==> src/rtl/oh_rstseq_pkg.sv <==
// Shared types and elaboration helpers for the oh_rstseq reset sequencer.
package oh_rstseq_pkg;

    typedef enum logic [1:0] {
        ST_ASSERT  = 2'd0,
        ST_RELEASE = 2'd1,
        ST_DONE    = 2'd2
    } state_t;

    // True when a CW-bit counter can represent max(HOLD, GAP, TMO).
    function automatic bit cw_fits(input int cw, input int hold, input int gap, input int tmo);
        longint m;
        longint lim;
        m = longint'(hold);
        if (longint'(gap) > m) m = longint'(gap);
        if (longint'(tmo) > m) m = longint'(tmo);
        lim = (longint'(1) << cw) - 1;
        return (m <= lim);
    endfunction

    function automatic int idx_w(input int n);
        return (n > 1) ? $clog2(n) : 1;
    endfunction

endpackage

==> src/rtl/oh_rsync.sv <==
// Reset synchronizer: asynchronous assertion, PS-stage synchronous deassertion.
module oh_rsync #(
    parameter int PS = 2
) (
    input  logic clk_i,
    input  logic nrst_i,
    output logic nrst_o
);

    logic [PS-1:0] pipe_q;

    always_ff @(posedge clk_i or negedge nrst_i) begin
        if (!nrst_i) begin
            pipe_q <= '0;
        end else begin
            pipe_q <= {pipe_q[PS-2:0], 1'b1};
        end
    end

    assign nrst_o = pipe_q[PS-1];

endmodule

==> src/rtl/oh_rstseq.sv <==
// Reset sequencer: stretches nrst_in/swrst to HOLD cycles, then releases N resets in order.
// Optional ack handshake with timeout when OH_RSTSEQ_ACK_EN is defined.
module oh_rstseq
    import oh_rstseq_pkg::*;
#(
    parameter int N    = 4,
    parameter int HOLD = 16,
    parameter int GAP  = 8,
    parameter int PS   = 2,
    parameter int TMO  = 255,
    parameter int CW   = 8
) (
    input  logic         clk,
    input  logic         nrst_in,
    input  logic         swrst,
`ifdef OH_RSTSEQ_ACK_EN
    input  logic [N-1:0] ack_in,
    output logic         err,
`endif
    output logic [N-1:0] nrst_out,
    output logic         busy,
    output logic         done
);

    localparam int IW = idx_w(N);

    if (!cw_fits(CW, HOLD, GAP, TMO)) begin : g_bad_cw
        $error("oh_rstseq: CW=%0d cannot hold max(HOLD,GAP,TMO)", CW);
    end
    if (N < 1 || HOLD < 1 || GAP < 1 || PS < 2) begin : g_bad_par
        $error("oh_rstseq: illegal parameter set");
    end

    logic           rst_sync;
    state_t         state_q, state_d;
    logic [CW-1:0]  cnt_q, cnt_d, cnt_inc;
    logic [IW-1:0]  idx_q, idx_d;
    logic [N-1:0]   nrst_q, nrst_d, nrst_shl;
    logic           busy_q, busy_d;
    logic           done_q, done_d;
`ifdef OH_RSTSEQ_ACK_EN
    logic           err_q, err_d;
    logic           ack_ok, tmo_hit;
`endif

    oh_rsync #(.PS(PS)) u_rsync (
        .clk_i  (clk),
        .nrst_i (nrst_in),
        .nrst_o (rst_sync)
    );

    assign cnt_inc  = (&cnt_q) ? cnt_q : cnt_q + CW'(1);
    // Shifting a 1 in from the bottom keeps the vector thermometer-coded.
    assign nrst_shl = (nrst_q << 1) | N'(1);
`ifdef OH_RSTSEQ_ACK_EN
    assign ack_ok   = ack_in[idx_q];
    assign tmo_hit  = (cnt_q >= CW'(TMO - 1));
`endif

    always_comb begin
        state_d = state_q;
        cnt_d   = cnt_q;
        idx_d   = idx_q;
        nrst_d  = nrst_q;
`ifdef OH_RSTSEQ_ACK_EN
        err_d   = err_q;
`endif
        if (swrst) begin
            state_d = ST_ASSERT;
            cnt_d   = '0;
            idx_d   = '0;
            nrst_d  = '0;
`ifdef OH_RSTSEQ_ACK_EN
            err_d   = 1'b0;
`endif
        end else begin
            case (state_q)
                ST_ASSERT: begin
                    if (rst_sync) begin
                        if (cnt_q >= CW'(HOLD - 1)) begin
                            nrst_d = N'(1);
                            idx_d  = '0;
                            cnt_d  = '0;
`ifdef OH_RSTSEQ_ACK_EN
                            state_d = ST_RELEASE;
`else
                            state_d = (N == 1) ? ST_DONE : ST_RELEASE;
`endif
                        end else begin
                            cnt_d = cnt_inc;
                        end
                    end
                end
                ST_RELEASE: begin
`ifdef OH_RSTSEQ_ACK_EN
                    // With all bits out, the step only waits for the final ack.
                    if ((cnt_q >= CW'(GAP - 1) && ack_ok) || tmo_hit) begin
                        if (!ack_ok) err_d = 1'b1;
                        cnt_d = '0;
                        if (&nrst_q) begin
                            state_d = ST_DONE;
                        end else begin
                            nrst_d = nrst_shl;
                            idx_d  = idx_q + IW'(1);
                        end
                    end else begin
                        cnt_d = cnt_inc;
                    end
`else
                    if (cnt_q >= CW'(GAP - 1)) begin
                        cnt_d  = '0;
                        nrst_d = nrst_shl;
                        idx_d  = idx_q + IW'(1);
                        if (idx_q == IW'(N - 2)) state_d = ST_DONE;
                    end else begin
                        cnt_d = cnt_inc;
                    end
`endif
                end
                ST_DONE: begin
                end
                default: begin
                    state_d = ST_ASSERT;
                    cnt_d   = '0;
                    idx_d   = '0;
                    nrst_d  = '0;
                end
            endcase
        end
        busy_d = ~(&nrst_d);
        done_d = (state_d == ST_DONE);
    end

    always_ff @(posedge clk or negedge nrst_in) begin
        if (!nrst_in) begin
            state_q <= ST_ASSERT;
            cnt_q   <= '0;
            idx_q   <= '0;
            nrst_q  <= '0;
            busy_q  <= 1'b1;
            done_q  <= 1'b0;
        end else begin
            state_q <= state_d;
            cnt_q   <= cnt_d;
            idx_q   <= idx_d;
            nrst_q  <= nrst_d;
            busy_q  <= busy_d;
            done_q  <= done_d;
        end
    end

`ifdef OH_RSTSEQ_ACK_EN
    always_ff @(posedge clk or negedge nrst_in) begin
        if (!nrst_in) begin
            err_q <= 1'b0;
        end else begin
            err_q <= err_d;
        end
    end

    assign err = err_q;
`endif

    assign nrst_out = nrst_q;
    assign busy     = busy_q;
    assign done     = done_q;

endmodule

==> config.mk <==
export PLATFORM = sky130hd
export DESIGN_NAME = oh_rstseq
export DESIGN_NICKNAME = d
export VERILOG_FILES = /design/src/rtl/oh_rstseq_pkg.sv /design/src/rtl/oh_rsync.sv /design/src/rtl/oh_rstseq.sv
export SDC_FILE = /design/constraint.sdc
export NUM_CORES = 1
export LEC_CHECK = 0
export ABC_AREA = 1
export CAP_MARGIN = 20
export CORE_MARGIN = 8
export CORE_UTILIZATION = 50
export DETAILED_ROUTE_END_ITERATION = 10
export HOLD_SLACK_MARGIN = 0.02
export PLACE_DENSITY = 0.73
export RECOVER_POWER = 50
export SLEW_MARGIN = 15
export SYNTH_ARGS = -nofsm -noshare
export SYNTH_HDL_FRONTEND = slang
export SYNTH_SLANG_ARGS = --single-unit
==> constraint.sdc <==
create_clock -name clk -period 1.4 [get_ports clk]
set_input_delay 0.28 -clock clk [delete_from_list [all_inputs] [get_ports clk]]
set_output_delay 0.28 -clock clk [all_outputs]
set_load 0.005 [all_outputs]
==> results of run 1 <==
-- worst max path at each step --
stage,from,end,slack (ns),cells past startpoint
after floorplan,cnt_q[0],cnt_q[3],0.02,10
after global placement,swrst,done,-0.13,5
after detailed placement,swrst,done,-0.16,5
after CTS,cnt_q[0],cnt_q[3],-0.03,10
after global routing,cnt_q[1],cnt_q[1],-0.10,9
final,cnt_q[1],done,-0.07,7
-- kinds of logic (layout without fill, tap and decap cells) --
family,count (synthesis),count (layout)
xor+xnor,1,1
compound gates,12,12
fa+ha+maj,2,2
buf+inv,26,55
other cells,1,1
simple gates,67,67
flops,20,20
-- power groups by stage --
stage	clock network, µW	registers [µW]	logic, µW
global placement	0	627	149
finish	463	626	208
CTS	474	617	180
global route	490	628	236
detailed placement	0	628	158
floorplan	0	625	93.6
-- placed cells by master (no fill, tap or decap) --
cell type	count
clkbuf_4	3
or2_1	1
nand2_2	6
nand3_1	10
dlygate4sd2_1	6
bufinv_16	1
o21ai_0	4
inv_1	23
dfrtp_1	19
ha_4	1
nand2_1	22
a21oi_1	1
dfstp_2	1
conb_1	1
o31ai_1	2
nand3_2	3
xnor2_1	1
clkbuf_2	1
nor2_4	1
nor2_8	1
nand2_4	5
inv_2	3
buf_4	16
o21ai_1	3
nor2_2	5
o21ai_2	1
nor3_2	1
o21ai_4	1
ha_1	1
nor2_1	10
clkdlybuf4s50_1	1
or2_0	1
dlygate4sd3_1	1
nor3_1	1
-- through the flow --
stage	TNS (ns)	setup slack (ns)	cells	hold slack [ns]
2_1_floorplan	0	0.0166	129	-0.0156
6_report	-0.0947	-0.0680	185	0.364
5_1_grt	-0.700	-0.104	185	0.370
3_3_place_gp	-0.551	-0.131	171	0.331
3_5_place_dp	-0.770	-0.158	171	0.340
4_1_cts	-0.0707	-0.0281	182	0.295
-- flip-flops by register name, indices dropped and copies added (netlist names) --
register	count
cnt_q	8
nrst_out	4
idx_q	2
state_q	2
u_rsync.pipe_q	2
busy	1
done	1
-- routing by layer --
| layer | up-vias | routed length [µm] |
|---|---|---|
| met3 | 5 | 43 |
| li1 | 450 | - |
| met1 | 415 | 972 |
| met4 | 0 | 43 |
| met2 | 6 | 1130 |
| met5 | - | 0 |
-- worst max-delay path, stage by stage (launching register included) --
cell	delay, ns
dfrtp_1	0.42
ha_4	0.18
nand2_4	0.06
nand2_4	0.11
nor2_8	0.05
buf_4	0.13
buf_4	0.13
o31ai_1	0.28
-- repair_timing --
item | in CTS | in global routing
resized for setup | 10 | 7
buffers inserted | 7 | 3
endpoints found under the setup margin | 15 | 11
hold buffers | 0 | 0
pin swaps | 4 | 2
-- area by class of cell --
class / instances / area share, %
inverter: 26 / 6.98
tap: 27 / 2.42
clock inverter: 1 / 2.15
timing repair buffer: 25 / 14.1
multi-input combinational: 83 / 36.8
clock buffer: 3 / 1.61
sequential: 20 / 35.9
==> summary.txt, run 1 <==
Setup path
  – Flop2flop setup slack: -0.07 ns
  – CP Max Fanout: 5
  – Worst Path Arrival: 1.66 ns
  – WP data required: about 1.6 ns
  – CP Launch Type: flop
  – Worst r2r dst: done
  – R2R cell count: 7
  – Crit. End Element: flop
  – Worst r2r src: cnt_q[1]
  – Crit path kind: flop to flop

Global route
  – Routing usage on met1: 11.9%
  – Met2 Resource Use GR: 20.4%
  – Vias in the first global route: 912
  – Largest net degree at the start of global routing: 21
  – First-pass GRT wire length: about 3600 µm
  – Met3 usage: under 10%
  – All-Layer GR Usage: approximately 11%
  – Global routing's busiest layer: met2
  – Grt ovf: 0
  – Initial antenna violation count: 0

Timing
  – Fin. Hold Viols: 0
  – Crit path time final: between 1 and 1.5 ns
  – Pins Over Slew Limit: 0
  – Period utilization: 105%
  – Final WS setup: -0.0680 ns
  – Clk_skew: between 0.004 and 0.005 ns
  – # setup viols final: 4
  – Achievable Freq: 681 MHz
  – RSZ-0062 raised after global routing: yes

Finish
  – Finished Cell Area: between 1000 and 1500 µm²
  – Layout cells sized above 1: a little under a third
  – Reg area: around 500 µm²
  – Antenna diode count: 0
  – Area growth from synthesis to layout: 30.5%
  – Area of the multi-input gates: between 500 and 600 µm²
  – NumNets Final: ~160
  – Final core occ: a little over two thirds
  – Fillers: roughly 180

Logic synthesis
  – Synth Area in Compound Gates: 7.48%
  – Leading area contributor after synthesis: dfrtp_1
  – Simple-gate share of the synthesized area: around a third
  – Ys Warns: 0
  – Cell variety after synth: 24
  – EDFF count, synth: 0
  – Number of register bits inferred by synthesis: 20
  – Sequential share of the synthesized area: approximately 47%
  – XOR/XNOR Fraction of Synth Area: less than 1%
  – Mapped cell area: 1070 µm²
  – Synthesized Nets: 134
  – Largest cells by area after synthesis: dfrtp_1 (44%), inv_1 (8.4%), nand2_1 (8.4%)
  – Post-synthesis mux area share: 0%
  – Most used flip-flop cell after synthesis: dfrtp_1
  – FFs w/ async S/R, synth: 100%
  – Post-Synthesis Cells: between 100 and 150
  – Synth top area share: between 40% and 50%
  – Top post-synthesis cells by count: inv_1 (24), nand2_1 (24), dfrtp_1 (19)
  – Main combinational cell family by area after synthesis: simple AND/OR/NAND/NOR gates
  – Post-Synth Adder-Cell Area: under 10%
  – Average cell area after synthesis: 8.30 µm²

Run status
  – Violated checks: negative setup slack
  – Status: finished, violations left

Floorplanning
  – Die Height: 62.3 µm
  – Die Width: ~62 µm
  – Die Area: 3880 µm²
  – Initial core utilization: roughly 53%
  – Ports: 9
  – Num rows: 16
  – Core Region: between 2000 and 2500 µm²

Worst hold path
  – Min-Delay Startpoint: u_rsync.pipe_q[0]
  – WHS Endpoint: u_rsync.pipe_q[1]
  – Worst Hold Class: flop to flop
  – Hold path cells: 0

Routing
  – Vias per inst: around 4.7
  – Routed wire per std cell: 11.8 µm
  – Initial DRC Count: 11
  – 1st-pass router iterations: 3
  – Routed via count: between 800 and 900
  – WL final: between 2000 and 2500 µm
  – Post-route ant nets: 0
  – DRC Markers: 0

Clock network
  – CTS tree: yes
  – CTS Sinks: 20
  – Clk pin slew, worst setup/hold paths: roughly 0.11 ns
  – Htree depth: 1
  – Root Buffer: clkbuf_4
  – Clk_lat worst skew: ~0.30 ns
  – Clock buffer depth: 2
  – CTS buffer count: 3

Placed design
  – Port buffer count: 8
  – Routability-driven placement congestion ratio: just over 0.8
  – Post-placement cell area: roughly 1200 µm²
  – HPWL Detailed: 1590 µm

Power
  – Switching Fraction: a little under a quarter
  – Clk pwr share: 35.7%
  – Max VDD drop: 0.000779 V
  – P per Cell Area: 928 nW/µm²
  – Seq pwr share: approximately half
  – Tot Pwr: roughly 1300 µW
  – Logic pwr share: between 10% and 20%
  – P_leak: between 0.0007 and 0.0008 µW
  – Int Pwr: 995 µW
  – Sw Pwr: roughly 300 µW

Job
  – MaxCap Viol Count: 0
No activity file was read; power rests on OpenSTA's default activity.
==> run 2: changes to the inputs <==
CAP_MARGIN = not set   (was 20)
==> results of run 2 <==
Same layout as run 1: the final DEF is identical, and so are final timing and power.
